--- src/rtl/regfile_wb_arbiter.sv ---
`default_nettype none
// ============================================================================
//  Module      : regfile_wb_arbiter
//  Description : Two-requester round-robin writeback arbiter with a
//                registered register-file write port and read-hazard flags.
//  Revision    : 1.0 - initial release
// ============================================================================
module regfile_wb_arbiter (
    input  logic        clk,
    input  logic        n_rst,
    input  logic        p0_valid,
    input  logic [4:0]  p0_wsel,
    input  logic [31:0] p0_wdat,
    output logic        p0_ready,
    input  logic        p1_valid,
    input  logic [4:0]  p1_wsel,
    input  logic [31:0] p1_wdat,
    output logic        p1_ready,
    input  logic        hold,
    input  logic [4:0]  rsel1,
    input  logic [4:0]  rsel2,
    output logic        rf_WEN,
    output logic [4:0]  rf_wsel,
    output logic [31:0] rf_wdat,
    output logic        hazard1,
    output logic        hazard2
);

    logic        r_ptr;
    logic        r_stg_valid;
    logic [4:0]  r_stg_wsel;
    logic [31:0] r_stg_wdat;
    logic        w_gnt0;
    logic        w_gnt1;

    // The pointer only breaks ties; a lone requester always wins.
    assign w_gnt0 = ~hold & p0_valid & (~p1_valid | ~r_ptr);
    assign w_gnt1 = ~hold & p1_valid & (~p0_valid |  r_ptr);

    assign p0_ready = w_gnt0;
    assign p1_ready = w_gnt1;

    always_ff @(posedge clk or negedge n_rst) begin
        if (!n_rst) begin
            r_ptr <= 1'b0;
        end else if (w_gnt0) begin
            r_ptr <= 1'b1;
        end else if (w_gnt1) begin
            r_ptr <= 1'b0;
        end
    end

    // Select and data hold their last value when nothing is granted.
    always_ff @(posedge clk or negedge n_rst) begin
        if (!n_rst) begin
            r_stg_valid <= 1'b0;
            r_stg_wsel  <= 5'd0;
            r_stg_wdat  <= 32'd0;
        end else begin
            r_stg_valid <= w_gnt0 | w_gnt1;
            if (w_gnt0) begin
                r_stg_wsel <= p0_wsel;
                r_stg_wdat <= p0_wdat;
            end else if (w_gnt1) begin
                r_stg_wsel <= p1_wsel;
                r_stg_wdat <= p1_wdat;
            end
        end
    end

    assign rf_WEN  = r_stg_valid & (r_stg_wsel != 5'd0);
    assign rf_wsel = r_stg_wsel;
    assign rf_wdat = r_stg_wdat;

    assign hazard1 = rf_WEN & (r_stg_wsel == rsel1);
    assign hazard2 = rf_WEN & (r_stg_wsel == rsel2);

endmodule
`default_nettype wire
--- config.mk ---
export PLATFORM = sky130hd
export DESIGN_NAME = regfile_wb_arbiter
export DESIGN_NICKNAME = d
export VERILOG_FILES = /design/src/rtl/regfile_wb_arbiter.sv
export SDC_FILE = /design/constraint.sdc
export NUM_CORES = 1
export LEC_CHECK = 0
export ABC_CLOCK_PERIOD_IN_PS = 2700
export CAP_MARGIN = 10
export CORE_UTILIZATION = 39
export DETAILED_ROUTE_END_ITERATION = 7
export PLACE_DENSITY = 0.85
export SLEW_MARGIN = 40
export SYNTH_ARGS = -nofsm -noshare
export SYNTH_HDL_FRONTEND = slang
export SYNTH_SLANG_ARGS = --single-unit
--- constraint.sdc ---
create_clock -name clk -period 2.7 [get_ports clk]
set_input_delay 0.54 -clock clk [delete_from_list [all_inputs] [get_ports clk]]
set_output_delay 0.54 -clock clk [all_outputs]
set_load 0.02 [all_outputs]
# Word-level counts from Yosys, hierarchy flattened
# Cells that the tools add are included.
[classes]
n_eq_ne = 2
muxes = 6
n_bitwise = 14
reduce_logical = 2
[op_table]
columns = ["operator", "n"]
rows = [
  ["32-bit two-way mux", 2],
  ["5-bit equality test", 2],
  ["5-bit two-way mux", 2],
  ["1-bit AND", 7],
  ["5-bit nonzero test", 1],
  ["1-bit inverter", 4],
  ["1-bit OR", 3],
  ["1-bit two-way mux", 2],
  ["2-bit nonzero test", 1],
]
[word_totals]
reg_bits = 39
inputBits = 89
output_inout_bits = 42
wordCells = 28

# Logic depth before layout (Yosys ltp)
[logic_depth]
word_depth = 5
mapped_depth = 5
ltp_nobuf = 3

# Worst setup path after synthesis
# Ideal clock, no wire load.
[synth_path]
path_type = "register -> output"
startpoint = "reg r_stg_wsel[1], in the netlist rf_wsel[1]"
endpoint = "out hazard1"
t_arrival_ps = 1474
t_required_ps = 2160
path_slack_ps = 686
path_stages_with_launch = 4
n_path_buf = 0
path_cell_list = "dfrtp_1 > or4_1 > o21ai_2 > nor4_1"
[synth_between]
elab_chain_cells = 3
elab_cells_between_ends = 4
classes_between = "1 x eq/ne; 2 x bitwise; 1 x reduce/logical"
[synth_rtl]
columns = ["item", "line", "text"]
rows = [
  ["from (decl)", "31", "logic [4:0] r_stg_wsel;"],
  ["from (signal assigned)", "62", "r_stg_wsel <= p0_wsel;"],
  ["from (signal assigned)", "65", "r_stg_wsel <= p1_wsel;"],
  ["5-bit nonzero test", "71", "assign rf_WEN = r_stg_valid & (r_stg_wsel != 5'd0);"],
  ["1-bit AND", "71", ""],
  ["1-bit AND *", "75", "assign hazard1 = rf_WEN & (r_stg_wsel == rsel1);"],
  ["to (decl)", "25", "output logic hazard1,"],
]
# Mark *: on every way between the ends. The rest lies on a longest branch, timed or not.

# Worst setup path after layout
[layout_path]
startpoint = "reg r_stg_wsel[1], in the netlist rf_wsel[1]"
endpoint = "out rf_WEN"
[layout_between]
elab_chain_cells = 2
[layout_rtl]
columns = ["item", "line", "text"]
rows = [
  ["5-bit nonzero test", "71", ""],
  ["1-bit AND", "71", ""],
  ["to (decl)", "22", "output logic rf_WEN,"],
]
# Every way passes these cells.

==> summary.md <==
| Metric | Value |
|---|---|
| I/O pin count | `131` |
| Int Pwr | `1305 uW` |
| Largest net degree at the start of global routing | `42` |
| Mean routed wirelength per cell | `15.07 um` |
| Fmax | `0.3852 GHz` |
| Final wirelength | `6450 um` |
| Num rows | `25` |
| Hold buffers post-CTS | `0` |
| Distinct cell type count after synthesis | `24` |
| CTS max path bufs | `2` |
| Logic gate share of total power | `34.9%` |
| Tcrit/Tclk final | `96.14%` |
| Seq/Total Area, Yosys | `47.71%` |
| WP buf/inv | `2` |
| Die X | `74.43 um` |
| Yosys reg bits | `39` |
| Cts bufs inserted | `5` |
| Post-DRT Antenna Nets | `0` |
| Peak supply drop | `0.3547 mV` |
| Startpoint types | `register` |
| Number of vias in the routed layout | `2259` |
| Clk_skew | `0.002957 ns` |
| Die height | `74.43 um` |
| Final WS setup | `0.1041 ns` |
| WP depth | `4` |
| Worst path required time | `2.16 ns` |
| DRC viols | `0` |
| H-tree depth | `2` |
| CP top delay family | `buffers and inverters` |
| Congestion Overflow GR | `0` |
| Min Tclk post-route | `2.596 ns` |
| FFs w/ async S/R, synth | `100.0%` |
| Worst Path Class, Setup | `register to output pin` |
| CTS clk-pin slew, worst paths | `0.08 ns` |
| Largest area contributor in the netlist | `dfrtp_1` |
| Core area | `4880 um2` |
| Clock sink count | `39` |
| Initial antenna violation count | `0` |
| Worst stage delay on the critical path | `0.55 ns` |
| Clock power frac | `26.6%` |
| NumNets Final | `449` |
| Status | `completed` |
| Crit path DAT | `2.06 ns` |
| Worst reg2reg startpoint | `r_ptr` |
| DR iter-0 viols | `114` |
| Port Buffer Count | `130` |
| HPWL Detailed | `4521 um` |
| Net Count, Synth | `327` |
| Synth area leaders | `dfrtp_1, a31oi_1, nand3_1` |
| Worst setup startpoint | `rf_wsel[1]` |
| Crit. End Element | `output pin` |
| Setup Fix Bufs, Post-CTS | `0` |
| Fin. Hold Viols | `0` |
| PostCTS Resize Cnt | `2` |
| Syn_area_per_cell | `8.595 um2` |
| Initial Utilization | `41.92%` |
| Clock insertion delay at the later pin of the skew report | `0.28 ns` |
| Area delta synth->final | `69.48%` |
| Leak | `0.001323 uW` |
| Number of synthesized flops with an enable pin | `0` |
| Hold WC Path Type | `input pin to asynchronous set/reset pin` |
| Area share of the largest cell type after synthesis | `47.71%` |
| Crit Reg-Reg Endpoint | `rf_wdat[4]` |
| Core Util, Final | `71.05%` |
| Crit-path max FO | `5` |
| GPL Wtd Cong | `0.7678` |
| CTS tree | `built` |
| Switching power total | `571.6 uW` |
| CP max stage cell | `or4_1` |
| Layout cells sized above 1 | `5.540%` |
| Tot Pwr | `1876 uW` |
| CTS root buf | `clkbuf_8` |
| Unrepaired setup endpoints after global routing | `false` |
| Number of global-route vias before repair | `2131` |
| First-pass GRT wire length | `9777 um` |
| R2r setup slk | `1.35 ns` |
| Synthesized area | `2046 um2` |
| Register-to-Register Path Depth | `4` |
| Detailed Routing Iterations Pass 1 | `4` |
| Synth cell count leaders | `dfrtp_1, nand3_1, nor2_1` |
| Main synth FF type | `dfrtp_1` |
| Finish-stage setup viols | `0` |
| Post-Syn Instances | `238` |
| Sw Share | `30.46%` |
| CP endpoint | `rf_WEN` |
| Seq pwr share | `38.5%` |
| Via/cell ratio | `5.278` |
| Pre-CTS setup slack | `-0.03354 ns` |
| Total of max-cap violations | `0` |
| Gr usage total | `23.09%` |
| Tightest Pin Transition | `0.4991 ns` |
| Crit path cell chain | `or4_1, o21ai_2, inv_1, clkdlybuf4s50_1` |
| Max-slew violation count | `0` |
| ANT cells | `0` |
| Max_slew headroom | `66.73%` |
| Number of synthesis warnings | `0` |
| PwrDens | `541.2 nW/um2` |
| Die area | `5539 um2` |
-- worst min path at each step --
stage                  endpoint  slack, ns
finish              rf_wdat[15]       0.22
global route        rf_wdat[21]       0.26
CTS                 rf_wdat[21]       0.24
detailed placement   rf_wdat[1]       0.54
global placement    rf_wdat[22]       0.53
floorplan                 r_ptr       0.24
-- cell type report --
class / instances / area, um2
clock buffer: 6 / 82.58
clock inverter: 2 / 35.03
fill: 407 / 1413
inverter: 2 / 7.507
multi-input combinational: 174 / 925.9
sequential: 39 / 975.9
tap: 67 / 83.83
timing repair buffer: 138 / 1356
-- layout by cell type (no fill, tap or decap) --
master           count
clkdlybuf4s50_1    127
nand3_1             39
dfrtp_1             39
nor2_1              38
a31oi_1             37
o21ai_0             26
o21ai_1             12
buf_4                9
xnor2_1              6
clkbuf_8             6
xor2_1               4
nand2b_1             2
inv_1                2
nor4_1               2
nand2_1              2
dlygate4sd2_1        2
and2_2               1
or4_1                1
o21ai_2              1
a21oi_1              1
o21ba_2              1
and2b_1              1
clkinv_2             1
bufinv_16            1
-- routing by layer --
metal,wire [um],track usage (%),vias to the layer above
met3,508,6.369,8
met4,85,6.080,0
met1,2676,27.20,1049
met5,0,0,-
li1,-,-,1098
met2,3180,41.24,104
-- flip-flops by register name (all words and copies together), names as in the netlist --
register and cells:
rf_wsel 5, r_stg_valid 1, r_ptr 1, rf_wdat 32
-- power groups by stage --
stage / logic, uW / clock network (uW) / registers, uW
floorplan: 212 / 0 / 827
global placement: 647 / 0 / 731
detailed placement: 658 / 0 / 735
CTS: 660 / 512 / 724
global route: 708 / 533 / 733
finish: 654 / 499 / 723
-- kinds of logic (layout without fill, tap and decap cells) --
| logic type | Yosys count | count (layout) | synth area share, % |
|---|---|---|---|
| AO/OA/AOI/OAI | 78 | 78 | 21.77 |
| flip-flops | 39 | 39 | 47.71 |
| buffers and inverters | 25 | 148 | 7.033 |
| XOR/XNOR | 10 | 10 | 4.281 |
| AND/OR/NAND/NOR | 86 | 86 | 19.21 |
-- per-stage QoR --
step / hold slack, ns / setup TNS, ns / instance area, um2 / cells
final: 0.2205 / 0 / 3467 / 428
after global routing: 0.2563 / 0 / 3467 / 428
after CTS: 0.2359 / 0 / 3467 / 428
after detailed placement: 0.5405 / -0.03354 / 3352 / 420
after global placement: 0.5302 / 0 / 3349 / 420
after floorplan: 0.2444 / 0 / 2046 / 238
(Power assumes the default switching activity.)
